--- src/rtl/alu_pkg.sv ---
// Shared definitions for the ALU/branch decode stage.
// ALU operation codes, op-class encodings, branch bit positions, the
// decoded-op record and the base-ISA funct3 -> ALU code mapping.
package alu_pkg;

    localparam int ALU_CTRL_W = 5;

    // ALU operation codes
    localparam logic [ALU_CTRL_W-1:0] ALU_ADD    = 5'b00000;
    localparam logic [ALU_CTRL_W-1:0] ALU_SUB    = 5'b00001;
    localparam logic [ALU_CTRL_W-1:0] ALU_SLL    = 5'b00010;
    localparam logic [ALU_CTRL_W-1:0] ALU_SLT    = 5'b00011;
    localparam logic [ALU_CTRL_W-1:0] ALU_SLTU   = 5'b00100;
    localparam logic [ALU_CTRL_W-1:0] ALU_XOR    = 5'b00101;
    localparam logic [ALU_CTRL_W-1:0] ALU_SRL    = 5'b00110;
    localparam logic [ALU_CTRL_W-1:0] ALU_SRA    = 5'b00111;
    localparam logic [ALU_CTRL_W-1:0] ALU_OR     = 5'b01000;
    localparam logic [ALU_CTRL_W-1:0] ALU_AND    = 5'b01001;
    // M-extension codes are 2'b10 followed by funct3
    localparam logic [1:0]            ALU_M_PFX  = 2'b10;

    // Op classes from the main control unit
    localparam logic [2:0] OP_LOAD   = 3'b000;
    localparam logic [2:0] OP_IALU   = 3'b001;
    localparam logic [2:0] OP_STORE  = 3'b010;
    localparam logic [2:0] OP_RALU   = 3'b011;
    localparam logic [2:0] OP_BRANCH = 3'b100;
    localparam logic [2:0] OP_JAL    = 3'b101;
    localparam logic [2:0] OP_JALR   = 3'b110;
    localparam logic [2:0] OP_LUI    = 3'b111;

    // Bit positions in the one-hot branch vector
    localparam int BR_BEQ  = 0;
    localparam int BR_BNE  = 1;
    localparam int BR_BLT  = 2;
    localparam int BR_BGE  = 3;
    localparam int BR_BLTU = 4;
    localparam int BR_BGEU = 5;
    localparam int BR_W    = 6;

    // Decoded op record stored in the skid buffer entries
    typedef struct packed {
        logic [ALU_CTRL_W-1:0] ctrl;
        logic [BR_W-1:0]       branch;
        logic                  jump;
        logic                  illegal;
    } dec_t;

    // Base-ISA ALU mapping; SUB is only reachable from register-register ops
    function automatic logic [ALU_CTRL_W-1:0] alu_fn(
        input logic [2:0] f3,
        input logic       b5,
        input logic       is_r
    );
        logic [ALU_CTRL_W-1:0] code;
        case (f3)
            3'b000:  code = (is_r && b5) ? ALU_SUB : ALU_ADD;
            3'b001:  code = ALU_SLL;
            3'b010:  code = ALU_SLT;
            3'b011:  code = ALU_SLTU;
            3'b100:  code = ALU_XOR;
            3'b101:  code = b5 ? ALU_SRA : ALU_SRL;
            3'b110:  code = ALU_OR;
            3'b111:  code = ALU_AND;
            default: code = ALU_ADD;
        endcase
        return code;
    endfunction

endpackage

--- src/rtl/alu_decode_comb.sv ---
// Pure combinational ALU/branch decoder: op class and function fields in,
// ALU code, one-hot branch, jump and illegal flags out.
// Optional macro ALU_DECODE_RV32M_EN enables RV32M decode of R-ALU ops
// with funct7_b0 set; without it those encodings are illegal.
module alu_decode_comb
    import alu_pkg::*;
(
    input  logic [2:0] alu_op,
    input  logic [2:0] funct3,
    input  logic       funct7_b5,
    input  logic       funct7_b0,
    output dec_t       dec
);

    // Decode one op; illegal encodings fall back to ADD with no branch/jump
    always_comb begin
        dec         = '0;
        dec.ctrl    = ALU_ADD;
        case (alu_op)
            OP_LOAD, OP_STORE, OP_LUI: begin
                dec.ctrl = ALU_ADD;
            end
            OP_JAL, OP_JALR: begin
                dec.ctrl = ALU_ADD;
                dec.jump = 1'b1;
            end
            OP_IALU: begin
                dec.ctrl = alu_fn(funct3, funct7_b5, 1'b0);
            end
            OP_RALU: begin
                if (funct7_b0) begin
`ifdef ALU_DECODE_RV32M_EN
                    dec.ctrl = {ALU_M_PFX, funct3};
`else
                    dec.illegal = 1'b1;
`endif
                end else begin
                    dec.ctrl = alu_fn(funct3, funct7_b5, 1'b1);
                end
            end
            OP_BRANCH: begin
                case (funct3)
                    3'b000: begin dec.ctrl = ALU_SUB;  dec.branch[BR_BEQ]  = 1'b1; end
                    3'b001: begin dec.ctrl = ALU_SUB;  dec.branch[BR_BNE]  = 1'b1; end
                    3'b100: begin dec.ctrl = ALU_SLT;  dec.branch[BR_BLT]  = 1'b1; end
                    3'b101: begin dec.ctrl = ALU_SLT;  dec.branch[BR_BGE]  = 1'b1; end
                    3'b110: begin dec.ctrl = ALU_SLTU; dec.branch[BR_BLTU] = 1'b1; end
                    3'b111: begin dec.ctrl = ALU_SLTU; dec.branch[BR_BGEU] = 1'b1; end
                    default: dec.illegal = 1'b1;
                endcase
            end
            default: begin
                dec.illegal = 1'b1;
            end
        endcase
    end

endmodule

--- src/rtl/alu_decode_stage.sv ---
// Registered ALU/branch decode stage with a 2-entry valid/ready skid buffer,
// flush, sideband tag pass-through and a saturating illegal-op counter.
// Optional macro ALU_DECODE_RV32M_EN (decode only, see alu_decode_comb).
// Entry M drives the outputs; entry S catches one op while out_ready is low.
module alu_decode_stage
    import alu_pkg::*;
#(
    parameter int TAG_W = 32,
    parameter int ERR_W = 8
) (
    input  logic                  clk,
    input  logic                  rst,
    input  logic                  flush,
    input  logic                  in_valid,
    output logic                  in_ready,
    input  logic [2:0]            alu_op,
    input  logic [2:0]            funct3,
    input  logic                  funct7_b5,
    input  logic                  funct7_b0,
    input  logic [TAG_W-1:0]      in_tag,
    output logic                  out_valid,
    input  logic                  out_ready,
    output logic [ALU_CTRL_W-1:0] alu_ctrl,
    output logic [BR_W-1:0]       branch,
    output logic                  jump,
    output logic                  illegal,
    output logic [TAG_W-1:0]      out_tag,
    output logic [ERR_W-1:0]      err_cnt
);

    dec_t             in_dec_s;
    logic             accept_s;
    logic             deliver_s;

    logic             m_valid_r;
    dec_t             m_dec_r;
    logic [TAG_W-1:0] m_tag_r;
    logic             s_valid_r;
    dec_t             s_dec_r;
    logic [TAG_W-1:0] s_tag_r;
    logic [ERR_W-1:0] err_cnt_r;

    alu_decode_comb u_dec (
        .alu_op    (alu_op),
        .funct3    (funct3),
        .funct7_b5 (funct7_b5),
        .funct7_b0 (funct7_b0),
        .dec       (in_dec_s)
    );

    // Ready only depends on the skid entry being free and reset being low
    assign in_ready  = ~s_valid_r & ~rst;
    assign accept_s  = in_valid & in_ready;
    assign deliver_s = m_valid_r & out_ready;

    assign out_valid = m_valid_r;
    assign alu_ctrl  = m_dec_r.ctrl;
    assign branch    = m_dec_r.branch;
    assign jump      = m_dec_r.jump;
    assign illegal   = m_dec_r.illegal;
    assign out_tag   = m_tag_r;
    assign err_cnt   = err_cnt_r;

    // Skid buffer: refill M from S first to keep FIFO order, else from input
    always_ff @(posedge clk) begin
        if (rst) begin
            m_valid_r <= 1'b0;
            m_dec_r   <= '0;
            m_tag_r   <= '0;
            s_valid_r <= 1'b0;
            s_dec_r   <= '0;
            s_tag_r   <= '0;
        end else if (flush) begin
            m_valid_r <= 1'b0;
            s_valid_r <= 1'b0;
        end else if (deliver_s || !m_valid_r) begin
            if (s_valid_r) begin
                m_valid_r <= 1'b1;
                m_dec_r   <= s_dec_r;
                m_tag_r   <= s_tag_r;
                s_valid_r <= 1'b0;
            end else if (accept_s) begin
                m_valid_r <= 1'b1;
                m_dec_r   <= in_dec_s;
                m_tag_r   <= in_tag;
            end else begin
                m_valid_r <= 1'b0;
            end
        end else if (accept_s) begin
            s_valid_r <= 1'b1;
            s_dec_r   <= in_dec_s;
            s_tag_r   <= in_tag;
        end else begin
            s_valid_r <= s_valid_r;
        end
    end

    // Count delivered illegal ops, saturating; a flush does not undo a delivery
    always_ff @(posedge clk) begin
        if (rst) begin
            err_cnt_r <= '0;
        end else if (deliver_s && m_dec_r.illegal && (err_cnt_r != {ERR_W{1'b1}})) begin
            err_cnt_r <= err_cnt_r + {{(ERR_W-1){1'b0}}, 1'b1};
        end else begin
            err_cnt_r <= err_cnt_r;
        end
    end

endmodule

--- config.mk ---
export PLATFORM = sky130hd
export DESIGN_NAME = alu_decode_stage
export DESIGN_NICKNAME = d
export VERILOG_FILES = /design/src/rtl/alu_pkg.sv /design/src/rtl/alu_decode_comb.sv /design/src/rtl/alu_decode_stage.sv
export SDC_FILE = /design/constraint.sdc
export NUM_CORES = 1
export LEC_CHECK = 0
export CAP_MARGIN = 20
export CORE_ASPECT_RATIO = 1.4
export CORE_MARGIN = 5
export CORE_UTILIZATION = 45
export CTS_BUF_LIST = sky130_fd_sc_hd__clkbuf_8 sky130_fd_sc_hd__clkbuf_16
export DETAILED_ROUTE_END_ITERATION = 12
export GPL_ROUTABILITY_DRIVEN = 0
export GPL_TIMING_DRIVEN = 0
export PLACE_DENSITY = 0.76
export SYNTH_ARGS = -nofsm -noshare
export SYNTH_HDL_FRONTEND = slang
export SYNTH_SLANG_ARGS = --single-unit
--- constraint.sdc ---
create_clock -name clk -period 1.9 [get_ports clk]
set_input_delay 0.57 -clock clk [delete_from_list [all_inputs] [get_ports clk]]
set_output_delay 0.57 -clock clk [all_outputs]
set_load 0.02 [all_outputs]
# Word-level counts from Yosys, hierarchy flattened
# Index checks and enable logic that the tools add are counted.
# W data, S select, Z words.
# word_totals
ff_bits	100
in_bits	45
out_inout_bits	55
word_cells	77
# op_classes
addsub	1
n_eq_ne	15
muxes	24
bitwise	7
reduce_logical	17
# op_table
operator	n
$pmux W5 S8	2
$mux W32	2
$mux W13	2
$eq A3 B3 Y1 const B	8
$pmux W5 S4	1
$mux W1	13
$eq A3 B2 Y1 const B	4
$reduce_or A2 Y1	5
$pmux W3 S3	1
$add A8 B1 Y8 const B	1
$ne A8 B8 Y1 const B	1
$eq A3 B1 Y1 const B	2
$logic_not A3 Y1	2
$mux W6	1
$reduce_and A3 Y1	2
$reduce_or A6 Y1	1
$mux W5	1
$reduce_or A5 Y1	1
$not A1 Y1	4
$and A1 B1 Y1	3
$reduce_or A3 Y1	1
$logic_and A1 B1 Y1	2
$pmux W1 S2	1
$reduce_bool A2 Y1	1
other kinds (2)	2

# Longest topological paths before layout
# Gate-level depths: netlist (run 1).
# depth
word_depth	6
ltp_mapped	6

# Cells and area by module
# From an unflattened synthesis (run 1), not the netlist that was laid out.
# hier_totals
hier_cells	565
hier_area_um2	4971.0
# modules_own_cells
module	instances	cells_each	area_per_inst_um2
alu_decode_stage	1	528	4722.0
alu_decode_comb	1	37	249.0

# Worst setup path before layout (run 1)
# OpenSTA, ideal clock, no wires.
# synth_path
kind	input port to flip-flop
startpoint	input port funct3[1]
endpoint	register s_dec_r[3] (netlist bit)
setup_time_ns	0.067
arrival_time_ns	1.846
t_required_ns	1.833
path_slack_ns	-0.014
stages	4
n_path_buf	1
path_cell_list	buf_2 -> or4b_2 -> or3_4 -> a21oi_2
# synth_via
elab_chain_cells	3
# synth_lines
element	line_no	text
from (decl)	alu_decode_stage.sv:17	input logic [2:0] funct3,
$eq A3 B1 Y1	alu_decode_comb.sv:42	case (funct3)
$mux W1	alu_decode_comb.sv:42	
$mux W6	alu_decode_comb.sv:19	case (alu_op)
to (signal assigned)	alu_decode_stage.sv:91	s_dec_r <= in_dec_s;
to (decl)	alu_decode_stage.sv:39	dec_t s_dec_r;
# No other way between the ends.
# A chain may end at the register's enable or synchronous reset.

# Worst setup path in the final report (run 1)
# layout_path
startpoint	register m_dec_r, in the netlist alu_ctrl[1]
endpoint	output port alu_ctrl[1]
# layout_rtl
element	line_no	text
from (decl)	alu_decode_stage.sv:36	dec_t m_dec_r;
from (signal assigned)	alu_decode_stage.sv:79	m_dec_r <= s_dec_r;
from (signal assigned)	alu_decode_stage.sv:84	m_dec_r <= in_dec_s;
to (decl)	alu_decode_stage.sv:23	output logic [ALU_CTRL_W-1:0] alu_ctrl,
# No word-level cell between the ends.

==> metrics.md, run 1 <==
| Metric | Value |
|---|---|
| FF-to-FF End | `s_dec_r[3]$_SDFFE_PP0P_` |
| DRC violation count after routing | `0` |
| Starting density of the core | `46.1%` |
| Origin of the critical flop-to-flop path | `s_valid_r$_SDFFE_PP0P_` |
| Final hold violation count | `0` |
| Crit path DAT | `1.31 ns` |
| Measured slew at the worst slew-check pin | `0.749 ns` |
| Maximum clock path buffer count | `2` |
| Cell area after synthesis | `4180 um2` |
| Finish-stage setup viols | `0` |
| MaxCap Viol Count | `0` |
| Worst Clk Skew | `0.00453 ns` |
| Share of Yosys cell area claimed by the top area cell type | `46.9%` |
| Final total negative setup slack | `0 ns` |
| Area leader, netlist | `sky130_fd_sc_hd__dfxtp_1` |
| Number of instances in the placed design | `694` |
| Diode count | `0` |
| Worst VDD drop | `0.597 mV` |
| H-tree level count | `3` |
| Routed Antenna Nets | `0` |
| Worst endpoint required time | `1.33 ns` |
| Startpoint of the most critical hold path | `s_tag_r[3]$_SDFFE_PP0P_` |
| Worst-skew pair later-pin latency | `0.34 ns` |
| Syn_nets | `538` |
| Via/cell ratio | `5.49` |
| TritonCTS clock tree | `yes` |
| Synth Area per Inst | `8.50 um2` |
| Static leakage power | `2.23 nW` |
| IO buf count | `95` |
| Standard-cell rows | `41` |
| Grt total ovfl | `0` |
| Library cell contributing the largest single delay on the critical path | `sky130_fd_sc_hd__clkdlybuf4s50_1` |
| Average wire per cell in the routed design | `16.2 um` |
| Cell family contributing the most delay on the critical path | `buffers and inverters` |
| Peak clock frequency supported by timing | `533 MHz` |
| Detailed Place HPWL | `8340 um` |
| Minimum clock period after layout | `1.88 ns` |
| Number of global-route vias before repair | `3962` |
| Top cells by area in the synthesized netlist | `sky130_fd_sc_hd__dfxtp_1 47%, sky130_fd_sc_hd__mux2i_1 8.1%, sky130_fd_sc_hd__nand2_1 7.4%` |
| Post-synthesis instance total | `492` |
| Net count of the finished layout | `646` |
| Critical path endpoint category | `primary output` |
| Number of warnings reported in the yosys synthesis log | `0` |
| FF-to-FF path depth | `4` |
| Overall die height | `124 um` |
| Clock tree root buffer cell | `sky130_fd_sc_hd__clkbuf_16` |
| Unique masters post-synth | `52` |
| Maximum number of pins on one net before global-route repair | `16` |
| Fraction of final layout cells sized beyond drive strength 1 | `11.6%` |
| Placement-stage cell area | `5270 um2` |
| Crit start category | `register` |
| Hold-critical path depth | `2` |
| Crit path max fanout | `2` |
| Final cycle utilization of the critical path | `98.8%` |
| I/O pin cnt | `100` |
| Number of synthesized flops with an enable pin | `0` |
| Initial antenna violation count | `0` |
| Slew Limit Fails | `0` |
| Sink of the worst hold path | `s_tag_r[3]$_SDFFE_PP0P_` |
| Die span in x | `91.5 um` |
| Crit Path Class | `register to primary output` |
| Finished Cell Area | `5770 um2` |
| Register area share after synthesis | `46.9%` |
| Result of the run | `completed` |
| Core area | `9080 um2` |
| Clock transition at the registers of the reported paths | `0.06 ns` |
| First-pass GRT wire length | `18700 um` |
| TritonCTS sink count | `98` |
| Most common cell after layout, fill and taps aside | `sky130_fd_sc_hd__dfxtp_1` |
| Async set-reset flop share out of synthesis | `0%` |
| Detailed Route WL | `11600 um` |
| Relative slew slack | `50.1%` |
| Unrepaired setup endpoints after global routing | `yes` |
| Kind of path behind the tightest hold check | `register to register` |
| Ys flop type | `sky130_fd_sc_hd__dfxtp_1` |
| PD cells | `789 nW/um2` |
| GRT Resource Usage Total | `20.7%` |
| Hold buffer count at CTS | `0` |
| Non-Filler Instances | `712` |
| DR pass1 iterations | `5` |
| Number of vias after detailed routing | `3908` |
| CP Cell Sequence | `clkdlybuf4s50_1` |
| CTS Buf Count | `9` |
| Highest-count cells in the layout ignoring fill and taps | `97 x sky130_fd_sc_hd__dfxtp_1, 82 x sky130_fd_sc_hd__nand2_1, 64 x sky130_fd_sc_hd__clkdlybuf4s50_1` |
| Die ar. | `11400 um2` |
| Post-synthesis sequential element count | `98` |
| Violation count after the first detailed-routing iteration | `178` |
| Worst Path Buf+Inv | `1` |
| Crit-path max cell delay | `0.62 ns` |
| Area Growth Syn to Fin | `37.8%` |
| Worst-case register-to-register setup slack | `0.26 ns` |
==> cell type report <==
| class | count | area [um2] |
|---|---|---|
| Timing Repair Buffer | 100 | 1000 |
| Sequential cell | 98 | 1960 |
| Clock buffer | 9 | 225 |
| Clock inverter | 7 | 86.3 |
| Inverter | 7 | 26.3 |
| Buffer | 38 | 228 |
| Fill cell | 725 | 3310 |
| Tap cell | 107 | 134 |
| Multi-Input combinational cell | 346 | 2100 |
==> report_power, final <==
part           leakage (nW)  switching (mW)  internal (mW)
Sequential            0.795          0.0294           2.11
Clock                 0.162           0.746           1.14
Combinational          1.27           0.282          0.246
==> what timing repair did <==
| item | in CTS | in global routing |
|---|---|---|
| pin swaps | 5 | 4 |
| setup endpoints to repair | 109 | 53 |
| buffers inserted | 5 | 0 |
| gates resized for setup | 59 | 33 |
| endpoints found under the hold margin | 0 | 0 |
==> synth_stat cells, drive strengths merged, types with 2 or more instances <==
cell    instances
dfxtp          98
nand2          82
a21oi          56
nor2           54
a211oi         37
mux2i          34
clkbuf         27
buf            14
nand3          13
nand2b          8
o21ai           8
inv             7
nor4            7
a311oi          5
nor3            5
xnor2           3
mux2            2
nor2b           2
o211ai          2
o21a            2
o41ai           2
or4             2
==> per-stage QoR <==
| stage | setup WS (ns) | utilization (%) | total power, mW | hold WS [ns] |
|---|---|---|---|---|
| floorplan | 0.00327 | - | 2.43 | 0.432 |
| global placement | -1.47 | 58.1 | 2.68 | 0.441 |
| detailed placement | -1.49 | 58.1 | 2.69 | 0.448 |
| CTS | -0.0778 | 62.5 | 4.56 | 0.456 |
| global route | -0.00263 | 63.5 | 4.72 | 0.475 |
| finish | 0.0229 | 63.5 | 4.55 | 0.456 |
==> state kept, by name (all words and copies together) (netlist names) <==
register,flops
alu_ctrl,4
branch,6
err_cnt,8
illegal,1
jump,1
out_tag,32
out_valid,1
s_dec_r,12
s_tag_r,32
s_valid_r,1
==> routing by layer <==
metal	share of wire [%]	up-vias	GRT usage [%]	wire length [um]
li1	-	1940	-	-
met4	2.8	0	11.3	329
met3	4.0	24	3.56	465
met1	40	1849	23.1	4580
met5	0	-	0	0
met2	53	95	37.4	6180
==> how the worst max path moves through the flow <==
stage / endpoint / slack [ns] / from / cells past startpoint
2_1_floorplan: s_dec_r[3]$_SDFFE_PP0P_ / 0.003 / out_ready / 5
3_3_place_gp: in_ready / -1.47 / rst / 5
3_5_place_dp: in_ready / -1.49 / rst / 5
4_1_cts: in_ready / -0.08 / rst / 5
5_1_grt: s_dec_r[3]$_SDFFE_PP0P_ / -0.003 / out_ready / 5
6_report: alu_ctrl[1] / 0.02 / alu_ctrl[1]$_SDFFE_PP0P_ / 1
==> kinds of logic after synthesis <==
logic type / after synthesis / share of synthesized area [%]
xor gates and xnor gates: 4 / 0.838
buffers and inverters: 48 / 4.82
and+or+nand+nor: 183 / 20.0
adders and majority gates: 1 / 0.299
other: 1 / 0.0897
muxes: 36 / 8.67
DFF: 98 / 46.9
AOI/OAI and AO/OA: 121 / 18.4
Note: power is estimated with default switching activity, not from simulation.
==> inputs of run 2 (changes only) <==
ABC_AREA = 0   (was not set)
TNS_END_PERCENT = 20   (was not set)
==> run 2 against run 1 <==
Against the previous run: final cell count unchanged; register-to-register slack improved by 0.02 ns; first-iteration DRC count up 14%; clock power about the same; critical path depth is 5 higher; sequential power about the same; flip-flop and latch count is the same; global-route usage about the same; setup slack worse by 0.017 ns; die area is the same; clock-buffer cell count unchanged; cell area down 0.11%; critical path type is now primary input to register; critical endpoint is now alu_ctrl[0]$_SDFFE_PP0P_.
==> metrics.md, run 2 (same netlist as run 1, synthesis figures left out) <==
| Metric | Value |
|---|---|
| Sequential Power Share | `46.9% (about the same)` |
| Worst-skew pair later-pin latency | `0.34 ns (about the same)` |
| Detailed Route WL | `11600 um (about the same)` |
| Kind of path behind the tightest hold check | `register to register` |
| Maximum clock path buffer count | `2 (unchanged)` |
| CTS Buf Count | `9 (unchanged)` |
| Crit start category | `primary input` |
| Fraction of final layout cells sized beyond drive strength 1 | `11.4% (-0.17 points)` |
| Maximum number of pins on one net before global-route repair | `16 (unchanged)` |
| Finish-stage setup viols | `0 (unchanged)` |
| Routed Antenna Nets | `0 (unchanged)` |
| Share of total power in combinational logic | `11.6% (about the same)` |
| Crit Path Class | `primary input to register` |
| Clock transition at the registers of the reported paths | `0.06 ns (about the same)` |
| Diode count | `0 (unchanged)` |
| PnR Total Power | `4.55 mW (about the same)` |
| Starting density of the core | `46.1% (unchanged)` |
| GRT Resource Usage Total | `20.7% (-0.026 points)` |
| Core area | `9080 um2 (unchanged)` |
| IO buf count | `95 (unchanged)` |
| Worst endpoint required time | `2.09 ns (+0.76 ns)` |
| Worst VDD drop | `0.586 mV (-1.8%)` |
| Final cycle utilization of the critical path | `99.7% (+0.88 points)` |
| Violation count after the first detailed-routing iteration | `203 (+14%)` |
| TritonCTS clock tree | `yes` |
| Most common cell after layout, fill and taps aside | `sky130_fd_sc_hd__dfxtp_1` |
| Net count of the finished layout | `646 (unchanged)` |
| Number of vias after detailed routing | `3913 (+0.13%)` |
| Placement-stage cell area | `5270 um2 (unchanged)` |
| Highest-count cells in the layout ignoring fill and taps | `97 x sky130_fd_sc_hd__dfxtp_1, 82 x sky130_fd_sc_hd__nand2_1, 64 x sky130_fd_sc_hd__clkdlybuf4s50_1` |
| Via/cell ratio | `5.50 (+0.13%)` |
| DRC violation count after routing | `0 (unchanged)` |
| Standard-cell rows | `41 (unchanged)` |
| I/O pin cnt | `100 (unchanged)` |
| Internal power contribution | `3.49 mW (about the same)` |
| Peak clock frequency supported by timing | `528 MHz (-0.88%)` |
| Net switching component of the power | `1.06 mW (+0.13%)` |
| Cell family contributing the most delay on the critical path | `buffers and inverters` |
| Initial antenna violation count | `0 (unchanged)` |
| Number of global-route vias before repair | `3957 (-0.13%)` |
| Crit path max fanout | `10 (+8)` |
| Clock tree root buffer cell | `sky130_fd_sc_hd__clkbuf_16` |
| Unrepaired setup endpoints after global routing | `yes` |
| Grt total ovfl | `0 (unchanged)` |
| First-pass GRT wire length | `18700 um (about the same)` |
| Worst Path Buf+Inv | `2 (+1)` |
| Die ar. | `11400 um2 (unchanged)` |
| Overall die height | `124 um (unchanged)` |
| MaxCap Viol Count | `0 (unchanged)` |
| H-tree level count | `3 (unchanged)` |
| Detailed Place HPWL | `8340 um (unchanged)` |
| Layout fillers | `731 (+0.83%)` |
| Net Sw Frac | `23.3% (+0.024 points)` |
| Area Growth Syn to Fin | `37.7%` |
| Minimum clock period after layout | `1.89 ns (+0.0166 ns)` |
| Worst Clk Skew | `0.00482 ns (+0.000299 ns)` |
| Register Area | `1960 um2 (unchanged)` |
| Final hold violation count | `0 (unchanged)` |
| Crit path DAT | `2.08 ns (+0.77 ns)` |
| Multi-input logic area | `2090 um2 (-0.24%)` |
| Library cell contributing the largest single delay on the critical path | `sky130_fd_sc_hd__clkdlybuf4s50_1` |
| Static leakage power | `2.24 nW (+0.17%)` |
| PD cells | `790 nW/um2 (+0.13%)` |
| Critical path endpoint category | `register` |
| Clk pwr share | `41.5% (about the same)` |
| TritonCTS sink count | `98 (unchanged)` |
| Slew Limit Fails | `0 (unchanged)` |
| DR pass1 iterations | `4 (-1)` |
| Die span in x | `91.5 um (unchanged)` |
| CP Cell Sequence | `clkdlybuf4s50_1 -> buf_2 -> nand2b_1 -> o21a_1 -> a311oi_2 -> o221ai_1` |
| Measured slew at the worst slew-check pin | `0.727 ns (-0.0216 ns)` |
| Finished Cell Area | `5760 um2 (-0.11%)` |
| Average wire per cell in the routed design | `16.2 um (about the same)` |
| Result of the run | `completed` |
| Crit-path max cell delay | `0.47 ns (-0.15 ns)` |
| Relative slew slack | `51.5% (+1.4 points)` |
## run 2: cell types whose count changed in the layout (fill, tap and decap cells not counted), sizes merged
| cell | previous run | this run |
|---|---|---|
| dlymetal6s2s | 16 | 17 |
| dlygate4sd2 | 13 | 12 |
| buf | 20 | 21 |
| clkbuf | 34 | 33 |
## run 2: worst min-delay path, stage by stage (launching register included)
cell,delay [ns]
sky130_fd_sc_hd__dfxtp_1,0.31
sky130_fd_sc_hd__nand2_1,0.05
sky130_fd_sc_hd__a21oi_1,0.05
## run 2: worst paths after layout
path / from / endpoint / slack, ns / depth (start not counted)
worst max-delay path: funct3[0] / alu_ctrl[0]$_SDFFE_PP0P_ / 0.006 / 6
worst min-delay path: s_tag_r[21]$_SDFFE_PP0P_ / s_tag_r[21]$_SDFFE_PP0P_ / 0.46 / 2
worst max register to register: s_valid_r$_SDFFE_PP0P_ / s_dec_r[3]$_SDFFE_PP0P_ / 0.28 / 4
worst min register to register: s_tag_r[21]$_SDFFE_PP0P_ / s_tag_r[21]$_SDFFE_PP0P_ / 0.46 / 2
## run 2: repair_timing
action | CTS | global route
hold buffers | 0 | 0
cloned | 0 | 0
gates resized for setup | 56 | 34
setup buffers | 5 | 0
endpoints found under the setup margin | 109 | 94
pin swaps | 3 | 6
## run 2: power groups by stage
stage | registers, mW | logic, mW | clock network (mW)
after floorplan | 2.24 | 0.192 | 0
after global placement | 2.18 | 0.501 | 0
after detailed placement | 2.18 | 0.509 | 0
after CTS | 2.14 | 0.527 | 1.90
after global routing | 2.14 | 0.572 | 2.00
final | 2.14 | 0.528 | 1.89
## run 2: area by class of cell
class	count	share of cell area, %
multi-input combinational	346	36.3
sequential	98	34.1
timing repair buffer	100	17.5
clock buffer	9	3.91
buffer	38	3.87
tap	107	2.32
clock inverter	7	1.50
inverter	7	0.456
## run 2: metrics by stage
| stage | utilization, % | instances | hold WS [ns] | worst slack [ns] | TNS (ns) |
|---|---|---|---|---|---|
| detailed placement | 58.1 | 694 | 0.448 | -1.49 | -63.20 |
| global route | 63.4 | 712 | 0.475 | -0.0575 | -0.103 |
| CTS | 62.5 | 712 | 0.456 | -0.0908 | -0.856 |
| finish | 63.4 | 712 | 0.456 | 0.00630 | 0 |
| global placement | 58.1 | 694 | 0.441 | -1.47 | -60.76 |
| floorplan | - | 492 | 0.432 | 0.00327 | 0 |
## run 2: layer usage
metal | part of all wire, % | up-vias | GRT usage [%]
met5 | 0 | - | 0
met1 | 40 | 1851 | 23.1
met3 | 3.9 | 24 | 3.56
li1 | - | 1939 | -
met4 | 2.5 | 0 | 11.3
met2 | 54 | 99 | 37.3
